--- src/rtl/if_fetch_unit.sv ---
// Instruction-fetch stage: owns the PC, keeps one request outstanding on the imem port,
// and feeds IF/ID. Define IF_MISALIGN_TRAP_EN to trap misaligned redirect targets.
module if_fetch_unit #(
    parameter logic [31:0] RESET_PC  = 32'h0000_0000,
    parameter logic [31:0] NOP_INSTR = 32'h0000_0013
) (
    input  logic        clk,
    input  logic        reset,
    input  logic        stall,
    input  logic        flush_trap,
    input  logic [31:0] trap_target,
    input  logic        flush_branch,
    input  logic [31:0] branch_target,
    input  logic        flush_jal,
    input  logic [31:0] jal_target,
    output logic        imem_req,
    output logic [31:0] imem_addr,
    input  logic        imem_ready,
    input  logic        imem_rvalid,
    input  logic [31:0] imem_rdata,
    output logic [31:0] pc_out,
    output logic [31:0] instr_out,
    output logic        instr_valid,
    output logic        fetch_misaligned
);

    typedef enum logic [1:0] {
        ST_IDLE = 2'b00,
        ST_REQ  = 2'b01,
        ST_WAIT = 2'b10
    } state_t;

    state_t      state_r;
    state_t      state_next_s;
    logic [31:0] pc_r;
    logic [31:0] req_pc_r;
    logic        drop_r;
    logic        skid_valid_r;
    logic [31:0] skid_instr_r;
    logic [31:0] skid_pc_r;

    logic        redirect_s;
    logic [31:0] target_sel_s;
    logic [31:0] target_load_s;
    logic        halted_s;
    logic        accept_s;
    logic        resp_s;
    logic        resp_keep_s;

    assign redirect_s  = flush_trap | flush_branch | flush_jal;
    assign imem_req    = (state_r == ST_REQ) && !redirect_s;
    assign imem_addr   = pc_r;
    assign accept_s    = imem_req && imem_ready;
    assign resp_s      = (state_r == ST_WAIT) && imem_rvalid;
    // A response is useful only if no redirect has made it stale.
    assign resp_keep_s = resp_s && !drop_r && !redirect_s;

    // Redirect target priority: trap, then branch, then jal.
    always_comb begin
        target_sel_s = jal_target;
        if (flush_trap) begin
            target_sel_s = trap_target;
        end else if (flush_branch) begin
            target_sel_s = branch_target;
        end else begin
            target_sel_s = jal_target;
        end
    end

`ifdef IF_MISALIGN_TRAP_EN
    logic halt_r;
    logic misaligned_r;
    logic misaligned_s;

    assign misaligned_s     = (target_sel_s[1:0] != 2'b00);
    assign target_load_s    = target_sel_s;
    assign halted_s         = halt_r;
    assign fetch_misaligned = misaligned_r;

    // A misaligned redirect parks the unit until the next redirect.
    always_ff @(posedge clk or posedge reset) begin
        if (reset) begin
            halt_r       <= 1'b0;
            misaligned_r <= 1'b0;
        end else begin
            misaligned_r <= redirect_s && misaligned_s;
            if (redirect_s) begin
                halt_r <= misaligned_s;
            end
        end
    end
`else
    assign target_load_s    = target_sel_s & 32'hFFFF_FFFC;
    assign halted_s         = 1'b0;
    assign fetch_misaligned = 1'b0;
`endif

    // Fetch state register.
    always_ff @(posedge clk or posedge reset) begin
        if (reset) begin
            state_r <= ST_IDLE;
        end else begin
            state_r <= state_next_s;
        end
    end

    // Next-state logic for the single-outstanding fetch protocol.
    always_comb begin
        state_next_s = state_r;
        case (state_r)
            ST_IDLE: begin
                if (!redirect_s && !skid_valid_r && !halted_s) begin
                    state_next_s = ST_REQ;
                end else begin
                    state_next_s = ST_IDLE;
                end
            end
            ST_REQ: begin
                if (redirect_s) begin
                    state_next_s = ST_IDLE;
                end else if (imem_ready) begin
                    state_next_s = ST_WAIT;
                end else begin
                    state_next_s = ST_REQ;
                end
            end
            ST_WAIT: begin
                if (imem_rvalid) begin
                    state_next_s = ST_IDLE;
                end else begin
                    state_next_s = ST_WAIT;
                end
            end
            default: state_next_s = ST_IDLE;
        endcase
    end

    // PC, in-flight request PC and stale-response tracking.
    always_ff @(posedge clk or posedge reset) begin
        if (reset) begin
            pc_r     <= RESET_PC;
            req_pc_r <= RESET_PC;
            drop_r   <= 1'b0;
        end else begin
            if (redirect_s) begin
                pc_r <= target_load_s;
            end else if (accept_s) begin
                pc_r <= pc_r + 32'd4;
            end
            if (accept_s) begin
                req_pc_r <= pc_r;
            end
            if (redirect_s && (state_r == ST_WAIT) && !imem_rvalid) begin
                drop_r <= 1'b1;
            end else if (resp_s) begin
                drop_r <= 1'b0;
            end
        end
    end

    // Output slot towards IF/ID plus the one-entry skid behind it.
    always_ff @(posedge clk or posedge reset) begin
        if (reset) begin
            instr_valid  <= 1'b0;
            instr_out    <= NOP_INSTR;
            pc_out       <= 32'h0000_0000;
            skid_valid_r <= 1'b0;
            skid_instr_r <= NOP_INSTR;
            skid_pc_r    <= 32'h0000_0000;
        end else if (redirect_s) begin
            instr_valid  <= 1'b0;
            instr_out    <= NOP_INSTR;
            skid_valid_r <= 1'b0;
        end else if (!stall) begin
            if (skid_valid_r) begin
                instr_valid  <= 1'b1;
                instr_out    <= skid_instr_r;
                pc_out       <= skid_pc_r;
                skid_valid_r <= 1'b0;
            end else if (resp_keep_s) begin
                instr_valid <= 1'b1;
                instr_out   <= imem_rdata;
                pc_out      <= req_pc_r;
            end else begin
                instr_valid <= 1'b0;
                instr_out   <= NOP_INSTR;
            end
        end else if (resp_keep_s) begin
            // Stalled: park behind a full slot, otherwise fill the empty slot.
            if (instr_valid) begin
                skid_valid_r <= 1'b1;
                skid_instr_r <= imem_rdata;
                skid_pc_r    <= req_pc_r;
            end else begin
                instr_valid <= 1'b1;
                instr_out   <= imem_rdata;
                pc_out      <= req_pc_r;
            end
        end
    end

endmodule

--- config.mk ---
export PLATFORM = sky130hd
export DESIGN_NAME = if_fetch_unit
export DESIGN_NICKNAME = d
export VERILOG_FILES = /design/src/rtl/if_fetch_unit.sv
export SDC_FILE = /design/constraint.sdc
export NUM_CORES = 1
export LEC_CHECK = 0
export CORE_MARGIN = 1.5
export CORE_UTILIZATION = 37
export CTS_CLUSTER_DIAMETER = 30
export DETAILED_ROUTE_END_ITERATION = 12
export MAX_ROUTING_LAYER = met4
export PLACE_DENSITY = 0.66
export SYNTH_ARGS = -nofsm -noshare
export SYNTH_HDL_FRONTEND = slang
export SYNTH_SLANG_ARGS = --single-unit
--- constraint.sdc ---
create_clock -name clk -period 6.1 [get_ports clk]
set_clock_uncertainty 0.2 [all_clocks]
set_input_delay 0.915 -clock clk [delete_from_list [all_inputs] [get_ports clk]]
set_output_delay 0.915 -clock clk [all_outputs]
set_load 0.01 [all_outputs]
# --- Yosys cells after proc, flatten, opt, wreduce, memory -nomap -nowiden ---
# Index checks and enable logic that the tools add are counted.
op_classes:
  addsub: 1
  n_eq_ne: 7
  muxes: 31
  bitwise_logic: 3
  reduce_logical: 20
ops:
  columns: ["operator", "n"]
  rows:
  - ["32-bit two-way mux", 15]
  - ["32-bit by 3-bit adder with 32-bit output (second input constant)", 1]
  - ["1-bit two-way mux", 12]
  - ["1-bit logical AND", 8]
  - ["4-bit AND reduction", 2]
  - ["2-bit two-way mux", 3]
  - ["3-bit by 1-bit != test with 1-bit output (second input constant)", 2]
  - ["2-bit case mux with 3 select lines", 1]
  - ["2-bit nonzero test", 3]
  - ["1-bit logical NOT", 4]
  - ["2-bit AND reduction", 2]
  - ["3-bit by 2-bit != test with 1-bit output (second input constant)", 1]
  - ["2-bit by 1-bit == test with 1-bit output (second input constant)", 1]
  - ["2-bit == test (second input constant)", 1]
  - ["2-bit logical NOT", 1]
  - ["2-bit by 1-bit != test with 1-bit output (second input constant)", 1]
  - ["2-bit != test (second input constant)", 1]
  - ["1-bit bitwise OR", 2]
  - ["1-bit NOT", 1]
word_totals:
  ff_bits: 197
  input_bits: 136
  output_inout_bits: 99
  elab_cells: 72

# --- Logic depth before layout (Yosys ltp) ---
# Gate-level depths: netlist of the first run.
depth:
  ltp_word: 8
  ltp_mapped: 8
  depth_no_buf: 6

# --- Least setup slack after synthesis of the first run ---
# Ideal clock, no wire load.
synth_timing:
  kind: "input to output"
  from: "in flush_branch"
  to: "out imem_req"
  arrival_ns: 2.174
  required_time_ns: 4.985
  setup_slack_ns: 2.811
  path_stages: 5
  path_buffers: 3
  cell_sequence: "clkbuf_1 -> or3_1 -> clkbuf_1 -> clkbuf_1 -> nor3b_1"
synth_between:
  elab_chain_cells: 4
synth_lines:
  columns: ["element", "line", "source"]
  rows:
  - ["start: declaration", "12", "input logic flush_branch,"]
  - ["1-bit bitwise OR (2 in series)", "50", "assign redirect_s = flush_trap | flush_branch | flush_jal;"]
  - ["1-bit logical NOT", "51", "assign imem_req = (state_r == ST_REQ) && !redirect_s;"]
  - ["1-bit logical AND", "51", null]
  - ["end: declaration", "16", "output logic imem_req,"]
# No other way between the ends.

# --- Final worst setup path of the first run ---
layout_timing:
  from: "in flush_jal"
  to: "out imem_req"
layout_between:
  elab_chain_cells: 3
layout_lines:
  columns: ["element", "line", "source"]
  rows:
  - ["start: declaration", "14", "input logic flush_jal,"]
  - ["1-bit bitwise OR", "50", null]
  - ["1-bit logical NOT", "51", null]
  - ["1-bit logical AND", "51", null]
# No other way between the ends.

==> impl_metrics.json, run 1 <==
{
  "synth-compound-area-share_pct": 12.0,
  "crit_fanout": 27,
  "worst_slew_pin_slew_ns": 0.947,
  "relSlewSlack_pct": 36.8,
  "p_seq_share_pct": 47.2,
  "worstHoldPathType": "register to register",
  "worstPathArrival_ns": 2.97,
  "dieHeight_um": 158,
  "synth_top_family_by_area": "multiplexers",
  "gr-total-overflow": 0,
  "dieArea_mm2": 0.0250,
  "avgRoutedWirePerCell_um": 16.7,
  "swShare_pct": 26.2,
  "ys_warn_count": 0,
  "required_ns": 4.98,
  "hold_viol": 0,
  "hp-start": "instr_out[6]$_DFFE_PP0P_",
  "crit_type": "primary input to output port",
  "pwr-share-clk_pct": 41.0,
  "worst_r2r_path_depth": 5,
  "dp_hpwl_um": 16400,
  "first_pass_iters": 4,
  "via_per_inst": 4.98,
  "critical_path.endpoint_type": "output port",
  "finalPower_mw": 2.88,
  "power.net_switching_mw": 0.757,
  "wirelength_um": 23400,
  "leakagePower_nw": 5.76,
  "clkTransAtPathRegs_ns": 0.07,
  "vdd_drop_max_mv": 0.166,
  "drtAntennaViolNets": 0,
  "fin_crit_sh_pct": 66.9,
  "power_density_mw_per_mm2": 239,
  "synth_ff_type": "dfrtp_1",
  "regToRegEndpoint": "pc_out[26]$_DFFE_PP0P_",
  "cts_buffer_depth": 2,
  "vias": 6978,
  "cp-start-kind": "primary input",
  "cts_num_sinks": 189,
  "numCtsBuffers": 17,
  "setup_violations": 0,
  "cts.htree.levels": 4,
  "start_util_pct": 37.9,
  "postCtsResizedCells": 0,
  "clock.fmax_mhz": 245,
  "synthCells": 875,
  "synthArstFlopShare_pct": 100,
  "synth_fa_ha_area_share_pct": 0.140,
  "synth_xor_area_share_pct": 1.47,
  "rsz0062_at_grt": "no",
  "combPwrFrac_pct": 11.7,
  "first_iter_violations": 452,
  "cap_viol_max_count": 0,
  "yosys-top-cells-area": "dfrtp_1 (51%), mux2_2 (8.3%), nand2_1 (7.5%)",
  "cts.hold.buffers_added": 0,
  "io_buffers": 223,
  "synth_edf_count": 0,
  "die_w_um": 158,
  "grt_pass1_vias": 6749,
  "cts_setup_buffers": 0,
  "std_cell_rows": 56,
  "whs_path_depth": 2,
  "drive_above_1_share_pct": 12.2,
  "fill_cells": 2217,
  "slew_violations": 0,
  "clkLatencyLatePin_ns": 0.43,
  "num_antenna_cells": 0,
  "syn-cell-area_mm2": 0.00891,
  "syn_area_per_cell_um2": 10.2,
  "area_delta_synth_final_pct": 35.4,
  "grt_max_degree": 127,
  "reg2reg_from": "state_r[0]$_DFF_PP0_",
  "antenna_found_initial": 0,
  "grt.total_usage_pct": 19.7,
  "yosysSeqAreaShare_pct": 53.1,
  "status": "finished, final reports clean",
  "nNetsFinal": 1206,
  "routabilityCongestion": 0.823,
  "tns_ns": 0,
  "yosysTopAreaCell": "dfrtp_1",
  "reg2reg_slack_ns": 3.37,
  "synth-seq-cells": 189,
  "yosysTopAreaCellShare_pct": 51.4,
  "intPower_mw": 2.13,
  "ios": 235,
  "yosys.area_share.simple_pct": 13.7,
  "drc": 0,
  "grt_pass1_wl_um": 36600,
  "synth_cell_types": 55,
  "cts_tree": "done",
  "period_minus_slack_ns": 4.08,
  "synthMuxAreaShare_pct": 15.7,
  "clock-root-buffer": "clkbuf_16",
  "core-area_mm2": 0.0235,
  "min_to": "instr_out[6]$_DFFE_PP0P_"
}
## placed cells by master, fill, tap and decap left out, types with 11 or more instances in the layout
cell	n
mux2i_1	66
xnor2_1	11
a21oi_1	54
buf_4	12
clkbuf_16	17
inv_1	18
o21ai_0	77
nand2_1	177
clkdlybuf4s50_1	221
nor2_1	31
mux2_2	66
dfrtp_1	183
## routing by layer
metal	track usage, %	up-vias	part of all wire (%)
li1	-	3442	-
met3	4.30	17	6.6
met4	4.76	0	0.91
met2	31.0	263	46
met5	-	-	0
met1	25.8	3256	46
## critical path, cell delays in order
cell and delay (ns):
clkdlybuf4s50_1 0.40, buf_4 0.22, or3_1 0.33, buf_4 0.22, nor3b_1 0.27, clkdlybuf4s50_1 0.59
## cell families (layout without fill, tap and decap cells)
kind of cell | after synthesis | count (layout)
compound gates | 181 | 181
xor+xnor | 15 | 15
fa+ha+maj | 1 | 1
buf+inv | 84 | 287
flops | 189 | 189
mux | 132 | 132
other cells | 1 | 5
simple gates | 272 | 272
## metrics by stage
stage | instances | utilization (%) | hold slack (ns) | instance area (um2) | setup slack [ns]
after floorplan | 879 | - | 0.264 | 8930 | 2.56
after CTS | 1401 | 51.3 | 0.285 | 12100 | 2.01
after global placement | 1369 | 48.6 | 0.259 | 11400 | 2.00
final | 1401 | 51.3 | 0.277 | 12100 | 2.02
after global routing | 1401 | 51.3 | 0.300 | 12100 | 1.94
after detailed placement | 1369 | 48.6 | 0.269 | 11400 | 1.99
## worst max path at each step
| stage | startpoint | endpoint | slack [ns] | cells past startpoint |
|---|---|---|---|---|
| 5_1_grt | flush_jal | imem_req | 1.94 | 6 |
| 3_3_place_gp | flush_jal | imem_req | 2.00 | 6 |
| 3_5_place_dp | flush_jal | imem_req | 1.99 | 6 |
| 4_1_cts | flush_jal | imem_req | 2.01 | 6 |
| 6_report | flush_jal | imem_req | 2.02 | 6 |
| 2_1_floorplan | reset | drop_r$_DFFE_PP0P_ | 2.56 | 1 |
## cells in the mapped netlist, types with 2 or more instances
master     count
clkbuf_1      47
dfstp_2        6
a211oi_1       5
o31ai_1        3
a21o_1         3
buf_4          5
o21ai_0       77
or2_2          2
a21oi_1       54
nor3_1         5
a41oi_1        2
o22a_1         3
and3b_1        2
xor2_1         4
inv_1         19
o221ai_1       5
buf_1          9
nor2_1        32
nand4_1       10
nor4_1         3
mux2_2        66
a31oi_1        2
and4_1         2
nand3b_1       7
and2_1         2
xnor2_1       11
nand3_1        8
and3_1         5
nand2b_1       4
dfrtp_1      183
buf_2          4
nand2_1      178
a221oi_1      10
a2bb2oi_1      9
or3_1          3
mux2i_1       66
## layout make-up
type	instances	area [um2]	share of cell area [%]
repair buffers	236	2330	19.3
clock buffers	18	439	3.64
inverters	19	75.1	0.622
flip-flops and latches	189	4740	39.2
well taps	319	399	3.31
clock inverters	14	200	1.66
multi-input cells	606	3890	32.2
## power groups by stage
stage               clock [mW]  combinational [mW]  sequential (mW)
floorplan                    0               0.151             1.38
global placement             0               0.339             1.38
detailed placement           0               0.341             1.39
CTS                       1.22               0.344             1.36
global route              1.27               0.375             1.37
finish                    1.18               0.338             1.36
## sequential cells by signal, summed over array words and instances, names as in the netlist
signal	count
req_pc_r	30
state_r	2
skid_instr_r	32
pc_out	30
imem_addr	30
instr_valid	1
instr_out	32
drop_r	1
skid_valid_r	1
skid_pc_r	30
Power figures use the tool's default switching activity.
==> inputs of run 2 (changes only) <==
- clock period: 6.1 -> 3.7 ns (I/O delays scaled with it)
==> run 2 against run 1 <==
  * Worst setup slack worse by 1.4 ns
  * Cell count rose by 0.43%
  * Global-route usage is 0.39 points higher
  * Largest cell class unchanged
  * Critical path depth down 2
  * Clock-buffer cell count is 1 lower
  * Routed wire length is 0.45% higher
  * Highest routed layer unchanged
  * First-iteration DRC count down 20%
  * Cell area rose by 0.19%
  * Combinational power is 67% higher
  * Via count rose by 0.24%
  * Critical endpoint unchanged
  * Total power rose by 60%
  * Sequential share of layout area fell by 0.073 points
==> impl_metrics.json, run 2 (synthesized netlist as in run 1, its figures left out) <==
{
  "routabilityCongestion": 0.852,
  "critPathLaunch": "flush_jal",
  "cts.hold.buffers_added": 0,
  "cts_setup_buffers": 0,
  "via_per_inst": 4.97,
  "nNetsFinal": 1212,
  "status": "finished, final reports clean",
  "dp_slack_ns": 0.473,
  "setup_violations": 0,
  "io_buffers": 223,
  "worstPathArrival_ns": 2.29,
  "min_to": "pc_out[10]$_DFFE_PP0P_",
  "layout_common_cells": "clkdlybuf4s50_1 (221), dfrtp_1 (183), nand2_1 (177)",
  "grt_max_degree": 75,
  "clkTransAtPathRegs_ns": 0.07,
  "cts.htree.levels": 4,
  "crit_fanout": 2,
  "cp-start-kind": "primary input",
  "slew_violations": 0,
  "reg_top3": "instr_out (32), skid_instr_r (32)",
  "top_layer_used": "met4",
  "hp-start": "pc_out[10]$_DFFE_PP0P_",
  "drc": 0,
  "whs_path_depth": 2,
  "worst_slew_pin_slew_ns": 0.896,
  "fill_cells": 2190,
  "ios": 235,
  "num_antenna_cells": 0,
  "drtAntennaViolNets": 0,
  "dp_cells": 1375,
  "grt_pass1_wl_um": 37300,
  "cts_buffer_depth": 2,
  "route.met3.wl_um": 1430,
  "reg2reg_from": "state_r[0]$_DFF_PP0_",
  "dieArea_mm2": 0.0250,
  "fin_crit_sh_pct": 82.2,
  "grt.total_usage_pct": 20.0,
  "std_cell_rows": 56,
  "vias": 6995,
  "power_density_mw_per_mm2": 381,
  "worstHoldPathType": "register to register",
  "hold_viol": 0,
  "first_iter_violations": 361,
  "crit_type": "primary input to output port",
  "regToRegEndpoint": "skid_instr_r[10]$_DFFE_PP0P_",
  "leakagePower_nw": 5.78,
  "fin_ws_ns": 0.657,
  "cts_tree": "done",
  "required_ns": 2.94,
  "cap_viol_max_count": 0,
  "critical_path.endpoint_type": "output port",
  "clkLatencyLatePin_ns": 0.43,
  "drive_above_1_share_pct": 12.7,
  "area_delta_synth_final_pct": 35.6,
  "postCtsResizedCells": 0,
  "wl_met1_um": 11100,
  "antenna_found_initial": 0,
  "dieHeight_um": 158,
  "cts_num_sinks": 189,
  "grt_pass1_vias": 6889,
  "core-area_mm2": 0.0235,
  "start_util_pct": 37.9,
  "vdd_drop_max_mv": 0.340,
  "dr_wl_met2_um": 10700,
  "worst_r2r_path_depth": 5,
  "rsz0062_at_grt": "no",
  "relSlewSlack_pct": 40.3,
  "clock.fmax_mhz": 329,
  "reg2reg_slack_ns": 1.33,
  "dp_hpwl_um": 16800,
  "avgRoutedWirePerCell_um": 16.7,
  "final_common_cell": "clkdlybuf4s50_1",
  "numCtsBuffers": 17,
  "gr-total-overflow": 0,
  "tns_ns": 0,
  "die_w_um": 158,
  "first_pass_iters": 5,
  "clock-root-buffer": "clkbuf_16",
  "fin_cells": 1407,
  "period_minus_slack_ns": 3.04,
  "wirelength_um": 23500
}
## run 2: changes by cell type in the layout (fill, tap and decap cells not counted)
| cell | delta |
|---|---|
| buf_12 | +3 |
| buf_4 | +3 |
| bufinv_16 | -2 |
| clkinv_2 | +2 |
| clkbuf_8 | -1 |
| clkinv_4 | +1 |
| clkinv_8 | -1 |
| inv_8 | +1 |
## run 2: critical path, stage by stage
cell and delay (ns):
clkdlybuf4s50_1 0.42, or3_1 0.42, nor3b_1 0.30, clkdlybuf4s50_1 0.59
## run 2: worst max-delay path by stage
stage | cells past startpoint | end
after floorplan | 1 | drop_r$_DFFE_PP0P_
after global placement | 8 | skid_pc_r[30]$_DFFE_PP0P_
after detailed placement | 8 | skid_instr_r[10]$_DFFE_PP0P_
after CTS | 4 | imem_req
after global routing | 4 | imem_req
final | 4 | imem_req
## run 2: power by group
group | internal (mW) | total, mW | switching (mW)
Combinational | 0.304 | 0.564 | 0.260
Clock | 0.901 | 1.79 | 0.891
Sequential | 2.15 | 2.25 | 0.101
## run 2: layout make-up
cell class / instances / area, um2 / share of cell area [%]
clock buffers: 17 / 425 / 3.52
clock inverters: 15 / 154 / 1.27
inverters: 19 / 75.1 / 0.621
multi-input cells: 606 / 3890 / 32.1
flip-flops and latches: 189 / 4740 / 39.2
well taps: 319 / 399 / 3.30
repair buffers: 242 / 2410 / 20.0
## run 2: stage by stage
stage / power [mW] / utilization [%] / hold slack [ns] / cell area, um2
global route: 4.82 / 51.4 / 0.302 / 12100
finish: 4.60 / 51.4 / 0.279 / 12100
detailed placement: 2.85 / 48.9 / 0.269 / 11500
floorplan: 2.52 / - / 0.264 / 8930
CTS: 4.66 / 51.4 / 0.286 / 12100
global placement: 2.85 / 48.9 / 0.259 / 11500
## run 2: per-layer routing
metal | up-vias | global-route usage [%]
met2 | 242 | 31.3
met1 | 3290 | 26.6
li1 | 3450 | -
met5 | - | -
met4 | 0 | 4.98
met3 | 13 | 4.22
